File: src/rtl/seq_div_pkg.sv
// Shared types and helpers for the sequential restoring divider.
package seq_div_pkg;

  typedef enum logic [1:0] {
    IDLE = 2'd0,
    CALC = 2'd1,
    DONE = 2'd2
  } div_state_t;

  localparam int unsigned N_DEFAULT = 4;
  localparam int unsigned CNT_W     = $clog2(N_DEFAULT) + 1;

  // Iteration counter width for an operand width n.
  function automatic int unsigned cnt_w(input int unsigned n);
    return $clog2(n) + 1;
  endfunction

endpackage

File: src/rtl/seq_restoring_div_if.sv
// Request/result bundle of the sequential restoring divider.
interface seq_restoring_div_if #(
  parameter int N = 4
);
  logic         start;
  logic [N-1:0] dividend;
  logic [N-1:0] divisor;
  logic [N-1:0] quotient;
  logic [N-1:0] remainder;
  logic         busy;
  logic         done;
  logic         div_by_zero;

  modport master (
    output start, dividend, divisor,
    input  quotient, remainder, busy, done, div_by_zero
  );

  modport slave (
    input  start, dividend, divisor,
    output quotient, remainder, busy, done, div_by_zero
  );
endinterface

File: src/rtl/div_step.sv
// One combinational restoring-division step.
module div_step #(
  parameter int N = 4
) (
  input  logic [N:0]   r,
  input  logic         q_msb,
  input  logic [N-1:0] d,
  output logic [N:0]   r_next,
  output logic         q_bit
);
  logic [N+1:0] shifted;
  logic [N:0]   diff;

  // r[N] is always 0 between steps, so including it in the compare matches
  // the sign test on {r[N-1:0], q_msb} - {1'b0, d}.
  always_comb begin
    shifted = {r, q_msb};
    q_bit   = (shifted >= {2'b00, d});
    diff    = shifted[N:0] - {1'b0, d};
    r_next  = q_bit ? diff : shifted[N:0];
  end
endmodule

File: src/rtl/seq_restoring_div.sv
// Sequential unsigned restoring divider, one quotient bit per clock.
// Optional macro SEQ_DIV_EARLY_TERM_EN: a zero dividend skips CALC.
module seq_restoring_div
  import seq_div_pkg::*;
#(
  parameter int N = 4
) (
  input logic               clk,
  input logic               rst,
  seq_restoring_div_if.slave bus
);
  localparam int unsigned CW = cnt_w(N);

  div_state_t   state;
  logic [N:0]   r;
  logic [N-1:0] q;
  logic [N-1:0] d;
  logic [CW-1:0] cnt;
  logic [N-1:0] quot_r;
  logic [N-1:0] rem_r;
  logic         busy_r;
  logic         done_r;
  logic         dbz_r;
  logic [N:0]   r_next;
  logic         q_bit;

  div_step #(.N(N)) u_step (
    .r      (r),
    .q_msb  (q[N-1]),
    .d      (d),
    .r_next (r_next),
    .q_bit  (q_bit)
  );

  // FSM, iteration counter, operand and result registers.
  always_ff @(posedge clk or posedge rst) begin
    if (rst) begin
      state  <= IDLE;
      r      <= '0;
      q      <= '0;
      d      <= '0;
      cnt    <= '0;
      quot_r <= '0;
      rem_r  <= '0;
      busy_r <= 1'b0;
      done_r <= 1'b0;
      dbz_r  <= 1'b0;
    end else begin
      done_r <= 1'b0;
      dbz_r  <= 1'b0;
      unique case (state)
        IDLE, DONE: begin
          if (bus.start) begin
            r   <= '0;
            q   <= bus.dividend;
            d   <= bus.divisor;
            cnt <= '0;
`ifdef SEQ_DIV_EARLY_TERM_EN
            if (bus.dividend == '0) begin
              state  <= DONE;
              busy_r <= 1'b0;
              done_r <= 1'b1;
              dbz_r  <= (bus.divisor == '0);
              quot_r <= (bus.divisor == '0) ? '1 : '0;
              rem_r  <= '0;
            end else
`endif
            begin
              state  <= CALC;
              busy_r <= 1'b1;
            end
          end else begin
            state  <= IDLE;
            busy_r <= 1'b0;
          end
        end
        CALC: begin
          r   <= r_next;
          q   <= {q[N-2:0], q_bit};
          cnt <= cnt + 1'b1;
          if (cnt == CW'(N - 1)) begin
            state  <= DONE;
            busy_r <= 1'b0;
            done_r <= 1'b1;
            dbz_r  <= (d == '0);
            quot_r <= {q[N-2:0], q_bit};
            rem_r  <= r_next[N-1:0];
          end
        end
        default: begin
          state  <= IDLE;
          busy_r <= 1'b0;
        end
      endcase
    end
  end

  assign bus.quotient    = quot_r;
  assign bus.remainder   = rem_r;
  assign bus.busy        = busy_r;
  assign bus.done        = done_r;
  assign bus.div_by_zero = dbz_r;
endmodule
File: src/flat_wrapper.sv
// flat-port wrapper written by rule: the top's interface ports become plain ports
module seq_restoring_div_flat import seq_div_pkg::*;
#(
  parameter int N = 4
)
  (clk, rst, bus_start, bus_dividend, bus_divisor, bus_quotient, bus_remainder, bus_busy, bus_done, bus_div_by_zero);
  seq_restoring_div_if #(.N(N)) bus_i ();
  input logic clk;
  input logic rst;
  input wire logic [$bits(bus_i.start)-1:0] bus_start;
  input wire logic [$bits(bus_i.dividend)-1:0] bus_dividend;
  input wire logic [$bits(bus_i.divisor)-1:0] bus_divisor;
  output wire logic [$bits(bus_i.quotient)-1:0] bus_quotient;
  output wire logic [$bits(bus_i.remainder)-1:0] bus_remainder;
  output wire logic [$bits(bus_i.busy)-1:0] bus_busy;
  output wire logic [$bits(bus_i.done)-1:0] bus_done;
  output wire logic [$bits(bus_i.div_by_zero)-1:0] bus_div_by_zero;
  assign bus_i.start = bus_start;
  assign bus_i.dividend = bus_dividend;
  assign bus_i.divisor = bus_divisor;
  assign bus_quotient = bus_i.quotient;
  assign bus_remainder = bus_i.remainder;
  assign bus_busy = bus_i.busy;
  assign bus_done = bus_i.done;
  assign bus_div_by_zero = bus_i.div_by_zero;
  seq_restoring_div #(.N(N)) u_core (.clk(clk), .rst(rst), .bus(bus_i));
endmodule
File: config.mk
export PLATFORM = sky130hd
export DESIGN_NAME = seq_restoring_div_flat
export DESIGN_NICKNAME = d
export VERILOG_FILES = /design/src/rtl/seq_div_pkg.sv /design/src/rtl/seq_restoring_div_if.sv /design/src/rtl/div_step.sv /design/src/rtl/seq_restoring_div.sv /design/src/flat_wrapper.sv
export SDC_FILE = /design/constraint.sdc
export NUM_CORES = 1
export LEC_CHECK = 0
export CAP_MARGIN = 15
export CORE_ASPECT_RATIO = 1.4
export CORE_MARGIN = 3
export CORE_UTILIZATION = 40
export CTS_CLUSTER_DIAMETER = 30
export DETAILED_ROUTE_END_ITERATION = 6
export MAX_ROUTING_LAYER = met4
export PLACE_DENSITY = 0.73
export SLEW_MARGIN = 20
export SYNTH_ARGS = -nofsm -noshare
export SYNTH_HDL_FRONTEND = slang
export SYNTH_HIERARCHICAL = 1
export SYNTH_SLANG_ARGS = --single-unit
File: constraint.sdc
create_clock -name clk -period 5.83 [get_ports clk]
set_input_delay 0.8745 -clock clk [delete_from_list [all_inputs] [get_ports clk]]
set_output_delay 0.8745 -clock clk [all_outputs]
set_load 0.05 [all_outputs]
# Word-level counts from Yosys, hierarchy flattened
# Index checks and enable logic that the tools add are counted.
# W data, S select, Z words.
dict set report op_classes {
  n_reduce_logical 7
  add_sub_neg 2
  muxes 17
  n_lt_le_gt_ge 1
  eq_ne 5
}
# operator n
set op_table {}
lappend op_table {{$mux W5} 2}
lappend op_table {{$pmux W5 S2} 1}
lappend op_table {{$pmux W4 S2} 1}
lappend op_table {{$mux W1} 7}
lappend op_table {{$ge A6 B4 Y1} 1}
lappend op_table {{$pmux W3 S2} 1}
lappend op_table {{$reduce_and A2 Y1} 3}
lappend op_table {{$sub A5 B4 Y5} 1}
lappend op_table {{$logic_not A4 Y1} 1}
lappend op_table {{$mux W4} 1}
lappend op_table {{$pmux W2 S2} 1}
lappend op_table {{$add A3 B1 Y3 const B} 1}
lappend op_table {{$eq A3 B2 Y1 const B} 1}
lappend op_table {{$mux W3} 1}
lappend op_table {{$eq A2 B1 Y1 const B} 1}
lappend op_table {{$eq A2 B2 Y1 const B} 1}
lappend op_table {{$logic_not A2 Y1} 1}
lappend op_table {{$mux W2} 1}
lappend op_table {{$ne A2 B1 Y1 const B} 1}
lappend op_table {{$ne A2 B2 Y1 const B} 1}
lappend op_table {{$pmux W1 S2} 1}
lappend op_table {{$reduce_bool A2 Y1} 1}
lappend op_table {{$reduce_or A2 Y1} 1}
dict set report totals {
  regBits 29
  wordCells 42
}

# Logic depth before layout (Yosys ltp)
# Gate-level depths: netlist of the first run.
dict set report logic_depth {
  depth_word 4
  mapped_depth 10
}

# Hierarchy
# The synthesis of the first run kept the hierarchy.
# module area_each_um2 instances cells_per_inst
set modules_own_cells {}
lappend modules_own_cells {seq_restoring_div 1255.0 1 99}
lappend modules_own_cells {div_step 234.0 1 29}

# Worst setup path after synthesis of the first run
# OpenSTA, ideal clock, no wires.
dict set report synth_timing {
  path_type {register to register}
  startpoint {reg u_core.q[3]}
  endpoint {reg u_core.r[1]}
  t_required_ns 5.709
  path_stages_with_launch 10
  period_less_slack_ns 2.597
  slack_ns 3.233
  setup_ns 0.121
  path_buffers 0
  t_arrival_ns 2.476
  path_cell_list {dfrtp_1 -> inv_1 -> ha_1 -> inv_1 -> fa_1 -> a21o_2 -> a2111oi_4 -> mux2_4 -> mux2_2 -> a22o_1}
}
dict set report synth_via {
  elab_chain_cells 3
  elab_cells_between_ends 4
  cone_classes {1 x add/sub; 1 x order compare; 2 x mux}
}
# item line_no
set synth_lines {}
lappend synth_lines {{start, declared} seq_restoring_div.sv:16} ;# logic [N-1:0] q;
lappend synth_lines {{start signal, assigned} seq_restoring_div.sv:55} ;# q <= bus.dividend;
lappend synth_lines {{start signal, assigned} seq_restoring_div.sv:79} ;# q <= {q[N-2:0], q_bit};
lappend synth_lines {{$sub A5 B4 Y5 or $ge A6 B4 Y1 (tied branches)} {div_step.sv:19, div_step.sv:18}}
lappend synth_lines {{$mux W5 (*)} div_step.sv:20} ;# r_next = q_bit ? diff : shifted[N:0];
lappend synth_lines {{via u_core.r_next[1]} seq_restoring_div.sv:24} ;# logic [N:0] r_next;
lappend synth_lines {{$pmux W5 S2 (*)} seq_restoring_div.sv:51} ;# unique case (state)
lappend synth_lines {{end signal, assigned} seq_restoring_div.sv:78} ;# r <= r_next;
lappend synth_lines {{end, declared} seq_restoring_div.sv:15} ;# logic [N:0] r;
# Mark *: on every way through the listed nets, which the timed path passes. The rest lies on a longest branch.
# A chain may end at the register's enable or synchronous reset.

# Final worst setup path of the first run
# Ends and elaborated chain as after synthesis.

==> results of run 1 <==
==> critical path: stages, from the launching register on <==
cell       delay, ns
dfrtp_1         0.40
inv_1           0.06
ha_1            0.12
inv_1           0.05
fa_1            0.39
a21o_2          0.26
a2111oi_4       0.55
mux2_4          0.35
mux2_2          0.26
a22o_1          0.17
==> flip-flops by register name (all words and copies together) (netlist names) <==
name and flops:
u_core/r 5, u_core/bus.quotient 4, u_core/bus.remainder 4, u_core/d 4, u_core/q 4, u_core/cnt 3
u_core/state 2, u_core/bus.busy 1, u_core/bus.div_by_zero 1, u_core/bus.done 1
==> synthesized netlist by cell type (2+ instances only) <==
cell type	instances	area [um^2]
a211oi_1	2	15.01
a22o_1	7	61.31
nand2_1	16	60.06
a21oi_1	3	15.01
o21ai_0	5	25.02
mux2_2	4	45.04
nor3_1	2	10.01
nor2_1	5	18.77
nand2b_1	2	12.51
dfrtp_1	29	725.7
o22ai_1	2	12.51
mux2_4	9	135.1
ha_1	6	75.07
nor2b_1	3	18.77
inv_1	11	41.29
buf_2	3	15.01
mux2i_1	4	40.04
==> final timing paths <==
kind                               start                     end  slack, ns  cells after the start
setup / recovery             u_core/q[3]             u_core/r[1]       3.10                      9
hold / removal             u_core/cnt[2]           u_core/cnt[2]       0.50                      1
setup reg to reg             u_core/q[3]             u_core/r[1]       3.10                      9
hold reg to reg            u_core/cnt[2]           u_core/cnt[2]       0.50                      1
max in group asynchronous            rst             u_core/r[0]       4.46                      2
min in group asynchronous            rst  u_core/bus.quotient[2]       0.98                      2
==> cells by family (layout without fill, tap and decap cells) <==
logic type      count (synthesis)  count (layout)
simple gates                   32              32
flops                          29              29
compound gates                 25              25
mux                            17              17
buf+inv                        16              41
fa+ha+maj                       7               7
xor+xnor                        2               2
==> per-stage QoR <==
step | instance area [um^2] | instances
floorplan | 1489 | 128
global placement | 1723 | 185
detailed placement | 1723 | 185
CTS | 1843 | 193
global route | 1843 | 193
finish | 1843 | 193
==> layout make-up <==
class | count | area (um^2) | share of cell area
Inverter | 12 | 50.05 | 0.02716
Clock buffer | 6 | 82.58 | 0.04481
Sequential cell | 29 | 725.7 | 0.3938
Clock inverter | 2 | 37.54 | 0.02037
Multi-Input combinational cell | 83 | 686.9 | 0.3727
Tap cell | 40 | 50.05 | 0.02716
Timing Repair Buffer | 21 | 210.2 | 0.1141
==> per-layer routing <==
metal	vias to the layer above	part of all wire	track usage	wire, um
met5	-	0	-	0
met4	0	0.018	0.08353	55
met3	5	0.039	0.04441	117
met2	20	0.54	0.2410	1599
met1	504	0.41	0.1762	1211
li1	487	-	-	-
==> where the power goes <==
part           switching, mW  internal, mW
registers             0.0891         0.295
logic                  0.381         0.341
clock network         0.0770         0.139
==> flow_summary.ini, run 1 <==
[status]
run_status = complete, no violations

[timing]
worstMarginPinSlew_ns = 0.5883
grt_setup_unrepaired = no
final-setup-viol-count = 0
final_hold_viol_count = 0
highest_attainable_clock_frequency_mhz = 366.3
fin_worst_skew_ns = 0.007011
finalSetupTns_ns = 0
post-route-min-period_ns = 2.730
slew_headroom = 0.6073
final_max_slew_viol_count = 0
crit_share_post_route = 0.4683
hold_ws_ns = 0.4986
setup_ws_ns = 3.100

[place]
port_buffers = 21
pre_cts_ws_ns = 3.103
routabilityCongestion = 0.9399
place.detailed.hpwl_um = 2203

[finish]
final_common_cell = dfrtp_1
final_net_count = 170
area_delta_synth_final_pct = 23.78
share_of_post_route_cells_with_drive_strength_above_1 = 0.1765
final_cell_mix = 29 x dfrtp_1, 21 x clkdlybuf4s50_1, 16 x nand2_1
final_core_util = 0.5308
number_of_diodes_added_for_antenna_fixing = 0
fillers = 303

[cts]
cts_htree_levels = 2
clk_path_buf_depth = 2
post_cts.resized_instances = 0
holdBufCountCts = 0
cts_setup_buffers = 0
clock_sinks = 29
cts_buffers = 5
cts_root_buffer = clkbuf_8
clk_transition_reported_paths_ns = 0.06
clk-insertion-delay-late_ns = 0.28
cts_tree = yes

[logic_synthesis]
post_synth_fa_ha_maj_area_fraction = 0.06387
yosys.area_share.simple = 0.1059
postSynth.asyncResetShare = 1.000
dominant_combinational_cell_family_by_area_after_synthesis = multiplexers
compound_gate_portion_of_the_synthesized_area = 0.1319
post_synth_xor_area_fraction = 0.01176
netlist_area_um2 = 1489
syn_nets = 146
postSynthCellCount = 128
synth_top_flop_cell = dfrtp_1
synth-seq-cells = 29
syn_area_per_cell_um2 = 11.63
synth_edf_count = 0
multiplexer_fraction_of_the_synthesized_cell_area = 0.1479
yosys.cell_types.count = 32
synthesis.yosys.warnings = 6
share_of_the_yosys_chip_area_belonging_to_registers = 0.4874

[floorplan]
die_area_um2 = 4501
rows = 25
initial_core_util = 0.4288
die_height_um = 78.19
core_region_area_um2 = 3472
floorplan.die.width_um = 57.57
top_level_ports = 22

[critical_path]
critical_path_arrival_ns = 2.90
crit_required_ns = 6.00
crit_path_start_kind = flop
worst_setup_end_kind = flop
crit_type = reg -> reg
cp_max_fanout = 8

[detailed_routing]
postRouteWirelength_um = 2983
antenna_left = 0
drt-pass1-iter-count = 4
wl_per_cell_um = 15.46
num_vias = 1016
drt-vias-per-instance = 5.264
drtIter0Drc = 41
post-route-drc-count = 0

[global_route]
grt_remaining_overflow = 0
grt_pass1_wl_um = 5078
grt_pass1_vias = 1082
grt_max_degree = 30
global_route.usage.total = 0.1543
number_of_antenna_violations_at_the_first_check_in_global_routing = 0

[power]
totalPowerFinal_mw = 1.321
vdd_drop_max_mv = 0.4769
power_leakage_nw = 0.8606
cellPowerDensity_nw_per_um2 = 716.8

[run]
timing.max_cap.violations = 0

[worst_hold_path]
min-delay-path-class = reg -> reg
(Power assumes the default switching activity.)
==> run 2, diff against run 1 <==
--- a/config.mk
+++ b/config.mk
@@ -12,7 +12,7 @@
 export CTS_CLUSTER_DIAMETER = 30
 export DETAILED_ROUTE_END_ITERATION = 6
 export MAX_ROUTING_LAYER = met4
-export PLACE_DENSITY = 0.73
+export PLACE_DENSITY = 0.75
 export SLEW_MARGIN = 20
 export SYNTH_ARGS = -nofsm -noshare
 export SYNTH_HDL_FRONTEND = slang
==> constraint.sdc (replaced) <==
create_clock -name clk -period 2.4 [get_ports clk]
set_input_delay 0.36 -clock clk [delete_from_list [all_inputs] [get_ports clk]]
set_output_delay 0.36 -clock clk [all_outputs]
set_load 0.05 [all_outputs]
==> run 2 against run 1 <==
Net effect:
- the run now ends with negative setup slack left
- worst setup slack got worse by 3.1 ns
- flip-flop and latch count unchanged
- design area increased by 2.7%
- routed wire length increased by 2.3%
- global-route usage increased by 0.92 points
- maximum frequency increased by 12%
- clock skew decreased by 0.0018 ns
- critical endpoint unchanged
- largest cell class unchanged
==> flow_summary.ini, run 2 (synthesized netlist as in run 1, its figures left out) <==
[timing]
final_hold_viol_count = 0
setup_ws_ns = -0.02703
fin_worst_skew_ns = 0.005260
slew_headroom = 0.6571
highest_attainable_clock_frequency_mhz = 412.0
worstMarginPinSlew_ns = 0.5128
crit_share_post_route = 1.011
grt_setup_unrepaired = yes
final_max_slew_viol_count = 0
post-route-min-period_ns = 2.427
final-setup-viol-count = 1

[critical_path]
cp_depth = 8
reg2reg_depth = 8
worst_setup_end_kind = flop
cp_num_buf_inv = 1
crit_required_ns = 2.56
critPathTopFamily = compound AO/OA/AOI/OAI gates
critical_path.max_stage_delay_ns = 0.40
timing.critical_path.cells = ha_1 > inv_2 > fa_2 > a21o_4 > a2111oi_4 > mux2_4 > mux2_2 > a22o_1
critical_path_arrival_ns = 2.59
critical-path-slowest-cell = dfrtp_1
cp_max_fanout = 3
crit_type = reg -> reg
crit_path_start_kind = flop

[place]
routabilityCongestion = 0.9765
cell_total_after_placement = 191
place_area_um2 = 1770
port_buffers = 21
place.detailed.hpwl_um = 2296

[detailed_routing]
drt-vias-per-instance = 5.246
drtIter0Drc = 14
wl_per_cell_um = 15.03
antenna_left = 0
postRouteWirelength_um = 3051
num_vias = 1065
post-route-drc-count = 0
drt-pass1-iter-count = 3

[worst_hold_path]
min-delay-path-class = in -> async

[finish]
final_common_cell = dfrtp_1
share_of_post_route_cells_with_drive_strength_above_1 = 0.2331
top_register = u_core/r
number_of_diodes_added_for_antenna_fixing = 0
final_cell_mix = 29 x dfrtp_1, 21 x clkdlybuf4s50_1, 16 x nand2_1
fillers = 298
area_delta_synth_final_pct = 27.14
final_design_area_no_fill_um2 = 1893
final_net_count = 180
instances_no_fill = 203
largest_reg_flops = 5

[floorplan]
floorplan.die.width_um = 57.57
top_level_ports = 22
die_area_um2 = 4501
rows = 25
core_region_area_um2 = 3472
die_height_um = 78.19
initial_core_util = 0.4288

[status]
run_status = finished with violations
failing_checks = negative setup slack

[cts]
clk_transition_reported_paths_ns = 0.06
clk_path_buf_depth = 2
clk-insertion-delay-late_ns = 0.28
clock_sinks = 29
holdBufCountCts = 0
cts_root_buffer = clkbuf_8
cts_htree_levels = 2
cts_buffers = 5
cts_tree = yes

[run]
timing.max_cap.violations = 0

[global_route]
number_of_antenna_violations_at_the_first_check_in_global_routing = 0
gr-usage-met1 = 0.1788
grt_remaining_overflow = 0
global_route.peak_usage_layer = met2
grt_pass1_wl_um = 5402
grt_max_degree = 30
grt_pass1_vias = 1158
gr-usage-met2 = 0.2715
global_route.usage.total = 0.1635
grt_use_met3 = 0.03947
run 2: cell count changes in the layout (fill, tap and decap cells not counted), moves of 2 or more:
| cell | previous run | this run |
|---|---|---|
| buf_4 | 0 | 10 |
| clkinv_2 | 0 | 2 |
| o21ai_0 | 5 | 2 |
| o21ai_1 | 0 | 2 |
run 2: path summary, 6_finish.rpt:
| path | from | slack, ns | end |
|---|---|---|---|
| setup / recovery | u_core/d[0] | -0.03 | u_core/r[1] |
| hold reg to reg | u_core/d[3] | 0.50 | u_core/d[3] |
| min in group clk | u_core/d[3] | 0.50 | u_core/d[3] |
| setup reg to reg | u_core/d[0] | -0.03 | u_core/r[1] |
| hold / removal | rst | 0.44 | u_core/bus.quotient[0] |
| max in group asynchronous | rst | 1.67 | u_core/r[0] |
run 2: through the flow:
step                setup WS, ns  utilization  setup TNS (ns)  hold WS [ns]
CTS                     -0.01242       0.5441        -0.01242        0.4520
global route             -0.1259       0.5452         -0.5166        0.4813
global placement         0.02951       0.5099               0        0.4864
floorplan               -0.07017            -        -0.07017        0.4381
finish                  -0.02703       0.5452        -0.02703        0.4432
detailed placement      -0.04738       0.5099        -0.08233        0.4847
run 2: area by class of cell:
cell class / instances / area, um^2 / share of cell area
well taps: 40 / 50.05 / 0.02644
inverters: 12 / 50.05 / 0.02644
flip-flops and latches: 29 / 725.7 / 0.3833
clock buffers: 6 / 72.57 / 0.03833
multi-input cells: 83 / 699.4 / 0.3695
repair buffers: 31 / 285.3 / 0.1507
clock inverters: 2 / 10.01 / 0.005287
run 2: tightest hold or removal path, delay by kind of cell:
kind | cells | cell delay, ns
buffers and inverters | 3 | 0.77
run 2: layer usage:
metal	vias to the layer above	part of all wire
met1	531	0.40
li1	516	-
met3	7	0.028
met5	-	0
met2	11	0.55
met4	0	0.023
run 2: timing repair:
action / in CTS / in global routing
setup buffers: 4 / 0
hold endpoints to repair: 0 / 0
setup endpoints to repair: 3 / 8
gates resized for setup: 3 / 3
Power of run 2 is left out: the tool's default activity adds up to more than one toggle a clock period on the data nets, which glitch-free logic cannot reach.
